## src/rtl/fetch_queue.sv

```systemverilog
// fetch_queue: PC owner and instruction prefetch buffer
// feeding the IF/ID register over a valid/ready handshake.
module fetch_queue #(
  parameter int DEPTH = 4,
  parameter int PC_W = 16,
  parameter int INST_W = 32,
  parameter logic [PC_W-1:0] RESET_PC = '0
) (
  input  logic                         clk,
  input  logic                         rst,
  output logic                         imem_req,
  output logic [PC_W-1:0]              imem_addr,
  input  logic                         imem_ack,
  input  logic [INST_W-1:0]            imem_data,
  input  logic                         redirect,
  input  logic [PC_W-1:0]              redirect_pc,
  output logic                         out_valid,
  input  logic                         out_ready,
  output logic [INST_W-1:0]            out_inst,
  output logic [PC_W-1:0]              out_pc_plus1,
  output logic [$clog2(DEPTH+1)-1:0]   count
);

  localparam int AW = $clog2(DEPTH);
  localparam int CW = $clog2(DEPTH+1);
  localparam logic [CW-1:0] FULL = CW'(DEPTH);
  localparam logic [CW-1:0] C_ONE = CW'(1);
  localparam logic [AW-1:0] P_ONE = AW'(1);
  localparam logic [PC_W-1:0] PC_ONE = PC_W'(1);

  logic [PC_W-1:0]   r_pc;
  logic [AW-1:0]     r_head;
  logic [AW-1:0]     r_tail;
  logic [CW-1:0]     r_count;
  logic [INST_W-1:0] r_inst [DEPTH];
  logic [PC_W-1:0]   r_pcp1 [DEPTH];

  logic              w_full;
  logic              w_push;
  logic              w_pop;
  logic [PC_W-1:0]   w_pc_nxt;

  assign w_full    = (r_count == FULL);
  assign imem_req  = rst && !redirect && !w_full;
  assign imem_addr = r_pc;
  assign w_push    = imem_req && imem_ack;
  assign w_pop     = out_valid && out_ready;
  assign w_pc_nxt  = r_pc + PC_ONE;

  assign out_valid    = (r_count != '0);
  assign out_inst     = out_valid ? r_inst[r_head] : '0;
  assign out_pc_plus1 = out_valid ? r_pcp1[r_head] : '0;
  assign count        = r_count;

  // Redirect wins over any coincident push or pop.
  always_ff @(posedge clk or negedge rst) begin
    if (!rst) begin
      r_pc    <= RESET_PC;
      r_head  <= '0;
      r_tail  <= '0;
      r_count <= '0;
    end else if (redirect) begin
      r_pc    <= redirect_pc;
      r_head  <= '0;
      r_tail  <= '0;
      r_count <= '0;
    end else begin
      if (w_push) begin
        r_tail <= r_tail + P_ONE;
        r_pc   <= w_pc_nxt;
      end
      if (w_pop) begin
        r_head <= r_head + P_ONE;
      end
      unique case (1'b1)
        (w_push && !w_pop): r_count <= r_count + C_ONE;
        (!w_push && w_pop): r_count <= r_count - C_ONE;
        default:            r_count <= r_count;
      endcase
    end
  end

  always_ff @(posedge clk) begin
    if (w_push) begin
      r_inst[r_tail] <= imem_data;
      r_pcp1[r_tail] <= w_pc_nxt;
    end
  end

endmodule

```

## config.mk

```make
export PLATFORM = sky130hd
export DESIGN_NAME = fetch_queue
export DESIGN_NICKNAME = d
export VERILOG_FILES = /design/src/rtl/fetch_queue.sv
export SDC_FILE = /design/constraint.sdc
export NUM_CORES = 1
export LEC_CHECK = 0
export ABC_AREA = 0
export ABC_CLOCK_PERIOD_IN_PS = 3600
export CORE_UTILIZATION = 45
export DETAILED_ROUTE_END_ITERATION = 10
export PLACE_DENSITY = 0.69
export SLEW_MARGIN = 5
export SYNTH_ARGS = -nofsm -noshare
export SYNTH_HDL_FRONTEND = slang
export SYNTH_SLANG_ARGS = --single-unit
```

## constraint.sdc

```tcl
create_clock -name clk -period 3.6 [get_ports clk]
set_input_delay 0.72 -clock clk [delete_from_list [all_inputs] [get_ports clk]]
set_output_delay 0.72 -clock clk [all_outputs]
set_load 0.03 [all_outputs]
```

# After elaboration in Yosys (flattened, before gate mapping)
# Memories as Yosys holds them, arrays and structs flattened.
# Index checks and enable logic that the tools add are counted.
[word_totals] ff_bits=23 ram_bits=192 in_bits=53 out_inout_bits=69 elab_cells=38 n_memories=2
[memory_table] memory="r_inst" depth=4 width=32 rd=1 rd_ports_with_merged_regs=0 wr=1 line="35" rtl="logic [INST_W-1:0] r_inst [DEPTH];"
[memory_table] memory="r_pcp1" depth=4 width=16 rd=1 rd_ports_with_merged_regs=0 wr=1 line="36" rtl="logic [PC_W-1:0] r_pcp1 [DEPTH];"
[op_classes] add_sub_neg=5 n_eq_ne=1 n_mux=12 reduce_logical=14
[op_table] cell="2-to-1 mux 16 bit" n=3
[op_table] cell="2-to-1 mux 32 bit" n=1
[op_table] cell="adder 16 x 1 -> 16 bit, second input constant" n=1
[op_table] cell="2-to-1 mux 2 bit" n=4
[op_table] cell="logical AND 1 bit" n=6
[op_table] cell="one-hot mux 3 bit (2 select lines)" n=1
[op_table] cell="nonzero test 3 bit" n=2
[op_table] cell="adder 2 x 1 -> 2 bit, second input constant" n=2
[op_table] cell="zero test 1 bit" n=4
[op_table] cell="nonzero test 2 bit" n=2
[op_table] cell="adder 3 x 1 -> 3 bit, second input constant" n=1
[op_table] cell="== test 3 bit, second input constant" n=1
[op_table] cell="2-to-1 mux 3 bit" n=1
[op_table] cell="subtractor 3 x 1 -> 3 bit, second input constant" n=1
[op_table] cell="2-to-1 mux 1 bit" n=2

# Depth between registers and ports, before layout
[depth] word_depth=8 ltp_mapped=10 mapped_depth_nobuf=7

# Worst setup path before layout
# Ideal clock, no wire load.
[synth_path] path_kind="input to register" start="input redirect" end="memory r_inst[1][0] (enable)" setup_time_ns=0.410 arrival_ns=2.812 required_time_ns=3.190 slack_ns=0.377 path_stages=6 path_buffers=3 cell_sequence="buf_2 > nand3b_4 > nor2_1 > buf_2 > clkbuf_1 > and2_1"
[synth_between] elab_chain_len=6
[synth_rtl] item="start, declared" line="15" rtl="input logic redirect,"
[synth_rtl] item="zero test 1 bit" line="44" rtl="assign imem_req = rst && !redirect && !w_full;"
[synth_rtl] item="logical AND 1 bit (2 in series)" line="44"
[synth_rtl] item="logical AND 1 bit" line="46" rtl="assign w_push = imem_req && imem_ack;"
[synth_rtl] item="2-to-1 mux 1 bit" line="84" rtl="if (w_push) begin"
[synth_rtl] item="2-to-1 mux 1 bit (not written as such)" line="85" rtl="r_inst[r_tail] <= imem_data;"
[synth_rtl] item="end, declared" line="35"
# No other way between the ends.

# Worst setup path in the final report
[layout_path] start="register r_head[0]" end="output out_inst[12]"
[layout_between] elab_chain_len=2
[layout_rtl] item="start, declared" line="32" rtl="logic [AW-1:0] r_head;"
[layout_rtl] item="start signal, assigned" line="73" rtl="r_head <= r_head + P_ONE;"
[layout_rtl] item="memory (4 x 32 bit)"
[layout_rtl] item="2-to-1 mux 32 bit" line="51" rtl="assign out_inst = out_valid ? r_inst[r_head] : '0;"
[layout_rtl] item="end, declared" line="19" rtl="output logic [INST_W-1:0] out_inst,"
# No other way between the ends.

==> summary.md <==
| Metric | Value |
|---|---|
| Antenna Diode Count | 0 |
| Register-to-register setup slack | 1.11 ns |
| Yosys warns | 0 |
| Pin count of the biggest net entering global routing | 52 |
| Number of buffers created by CTS | 23 |
| Design area | 0.0113 mm^2 |
| Netlist cell types | 48 |
| Overall Global Routing Usage | 17.8% |
| DRT Wirelength | 17700 um |
| Worst setup endpoint | out_inst[12] |
| Level count of the clock H-tree | 1 |
| Sequential standard cell area | 0.00635 mm^2 |
| Number of hold-slack violations in the final timing report | 0 |
| Setup crit start kind | flop |
| Async S/R FF share, synth | 10.7% |
| Worst-case vdd ir drop | 0.000294 V |
| Final Setup Violations | 0 |
| Nets | 692 |
| Worst hold slack | 0.575 ns |
| Area after DPL | 0.0105 mm^2 |
| Largest fanout of any net on the critical path | 11 |
| Critical path's largest stage delay | 0.59 ns |
| Floorplan die area | 0.0202 mm^2 |
| Aggregate global routing overflow | 0 |
| Site Rows | 50 |
| Capture point of the worst reg-to-reg path | count[2] |
| # IOs | 122 |
| Post-synthesis net count | 543 |
| EDFF count, synth | 192 |
| RSZ-0062 raised after global routing | no |
| Startpoint-to-endpoint class of the critical path | reg2out |
| Dominant register cell in the synthesized netlist | sky130_fd_sc_hd__edfxtp_1 |
| Post-synthesis area per instance | 18.3 um^2 |
| Syn Inst Count | 484 |
| Starting utilization of the core area | 46.7% |
| Required time at the worst-slack endpoint | 2.88 ns |
| Run status | completed |
| Number of optimization iterations in the first detailed-route pass | 4 |
| Clock network latency to the later pin of the worst-skew pair | 0.49 ns |
| Antenna-violating nets left | 0 |
| Dpl hpwl | 11400 um |
| Power density over cell area | 672 mW/mm^2 |
| Number of maximum-capacitance constraint violations | 0 |
| Fmax | 303 MHz |
| Vias per inst | 5.34 |
| Sequential element share of the synthesized area | 71.7% |
| Max clock buf depth | 3 |
| Width of the chip | 142 um |
| Post-synthesis register bit count | 215 |
| Worst hold path stage count | 1 |
| Classification of the worst-slack hold path | reg2reg |
| Actual transition at the worst max-transition pin | 0.540 ns |
| Final Cycle Share | 91.6% |
| Clock root buffer master | sky130_fd_sc_hd__clkbuf_16 |
| Minimum clock period after layout | 3.30 ns |
| Final estimated routing congestion in global placement | 0.853 |
| Antenna violations before repair | 0 |
| Final total negative setup slack | 0 ns |
| Area inside the core boundary | 0.0190 mm^2 |
| Wire length of the first global-routing pass | 27500 um |
| I/O Buffers | 121 |
| Vias in the first global route | 5032 |
| Endpoint class of the critical path | output port |
| Number of cells in the finished layout apart from fillers | 907 |
| Number of vias in the routed layout | 4839 |
| Count of fill cells added during filler insertion | 1422 |
| Relative slew slack | 63.7% |
| Multi-input combinational cell area | 0.00237 mm^2 |
| Power Total | 7.61 mW |
| Clock transition at the register clock pins on the worst setup and hold paths after CTS | 0.06 ns |
| Count of placed standard cells including taps | 857 |
| CP Data Arrival Time | 2.58 ns |
| Cell with the largest stage delay on the worst path | sky130_fd_sc_hd__clkdlybuf4s50_1 |
| TritonCTS clock tree | yes |
| CTS sink cnt | 215 |
| Clk_skew | 0.0111 ns |
| Leakage power of the design | 3.78 nW |
| Die Span Y | 142 um |
| Number of DRC violations after detailed routing | 0 |
| Drt first-iter violations | 280 |
| Worst reg-to-reg path cell count | 7 |
| Number of max-slew violations in the final report | 0 |
| Launch point of the worst reg-to-reg path | count[1] |
| Routed length per instance | 19.5 um |
| Area grow syn2layout | 27.9% |
| Proportion of layout cells with a drive suffix above 1 | 19.0% |
| Worst Setup SP | r_head[0] |
| Cell-by-cell listing of the critical path | buf_4 -> mux4_2 -> and2_1 -> clkdlybuf4s50_1 |
| Synthesized cell area | 0.00885 mm^2 |
==> area by class of cell <==
class | count | area share [%]
Sequential cell | 215 | 56.1
Tap cell | 260 | 2.88
Clock inverter | 12 | 1.19
Timing Repair Buffer | 151 | 13.5
Inverter | 7 | 0.232
Multi-Input combinational cell | 235 | 20.9
Clock buffer | 27 | 5.22
==> sequential cells by signal, indices dropped and copies added, names as in the netlist <==
signal and cells:
count 3, imem_addr 16, r_head 2, r_inst 128
r_pcp1 64, r_tail 2
==> how the worst min path moves through the flow <==
stage	slack, ns	endpoint	start
finish	0.57	r_tail[0]	r_tail[0]
floorplan	0.42	count[0]	rst
detailed placement	0.58	r_tail[0]	r_tail[0]
global route	0.62	imem_addr[14]	imem_addr[14]
CTS	0.59	r_tail[0]	r_tail[0]
global placement	0.55	r_tail[0]	r_tail[0]
==> per-stage QoR <==
stage	utilization, %	setup WS, ns
after floorplan	-	0.377
after global placement	55.4	0.516
after detailed placement	55.4	0.410
after CTS	59.2	0.0376
after global routing	59.7	0.212
final	59.7	0.304
==> cell families (layout without fill, tap and decap cells) <==
| logic type | Yosys count | in the layout | share of synthesized area, % |
|---|---|---|---|
| xor gates and xnor gates | 17 | 17 | 1.68 |
| AOI/OAI and AO/OA | 34 | 34 | 2.89 |
| and+or+nand+nor | 126 | 126 | 8.44 |
| buffers and inverters | 34 | 197 | 1.68 |
| DFF | 215 | 215 | 71.7 |
| adders and majority gates | 6 | 6 | 0.934 |
| muxes | 52 | 52 | 12.7 |
==> synth_stat cells (6+ instances only) <==
master / n / area (um^2)
sky130_fd_sc_hd__edfxtp_1: 192 / 5770
sky130_fd_sc_hd__and2_1: 53 / 332
sky130_fd_sc_hd__mux4_2: 48 / 1080
sky130_fd_sc_hd__dfrtp_1: 23 / 576
sky130_fd_sc_hd__nand2_1: 21 / 78.8
sky130_fd_sc_hd__clkbuf_1: 13 / 48.8
sky130_fd_sc_hd__buf_2: 11 / 55.1
sky130_fd_sc_hd__nand3_1: 11 / 55.1
sky130_fd_sc_hd__xnor2_1: 9 / 78.8
sky130_fd_sc_hd__nor2_1: 8 / 30.0
sky130_fd_sc_hd__xor2_1: 8 / 70.1
sky130_fd_sc_hd__inv_1: 7 / 26.3
sky130_fd_sc_hd__nor3_1: 6 / 30.0
==> repair_timing <==
item / CTS / global route
setup buffers: 0 / 11
resized for setup: 1 / 0
setup endpoints to repair: 4 / 10
hold buffers: 0 / 0
pin swaps: 0 / 0
gates cloned: 0 / 0
==> critical path: cells and delay by family, from the launching register on <==
family / cells / cell delay [ns]
and+or+nand+nor: 1 / 0.18
DFF: 1 / 0.52
muxes: 1 / 0.52
buffers and inverters: 2 / 0.86
==> routing by layer <==
metal | global-route usage (%) | up-vias | wire, um
li1 | - | 2207 | -
met1 | 25.5 | 2461 | 8130
met2 | 28.9 | 151 | 8400
met3 | 3.03 | 20 | 928
met4 | 3.74 | 0 | 223
met5 | 0 | - | 0
==> placed cells by master (no fill, tap or decap), types with 8 or more instances in the layout <==
| cell type | n |
|---|---|
| sky130_fd_sc_hd__edfxtp_1 | 192 |
| sky130_fd_sc_hd__clkdlybuf4s50_1 | 121 |
| sky130_fd_sc_hd__and2_1 | 49 |
| sky130_fd_sc_hd__mux4_2 | 48 |
| sky130_fd_sc_hd__clkbuf_16 | 23 |
| sky130_fd_sc_hd__buf_4 | 23 |
| sky130_fd_sc_hd__nand2_1 | 21 |
| sky130_fd_sc_hd__dfrtp_1 | 21 |
| sky130_fd_sc_hd__nand3_1 | 11 |
| sky130_fd_sc_hd__xnor2_1 | 9 |
| sky130_fd_sc_hd__xor2_1 | 8 |
| sky130_fd_sc_hd__nor2_1 | 8 |
==> power breakdown <==
part	leakage [nW]	internal (mW)	total (mW)	switching [mW]
combinational	1.40	1.13	2.42	1.29
sequential	2.02	2.82	2.93	0.106
clock	0.359	1.38	2.26	0.876
total	3.78	5.34	7.61	2.27
No activity file was read; power rests on OpenSTA's default activity.
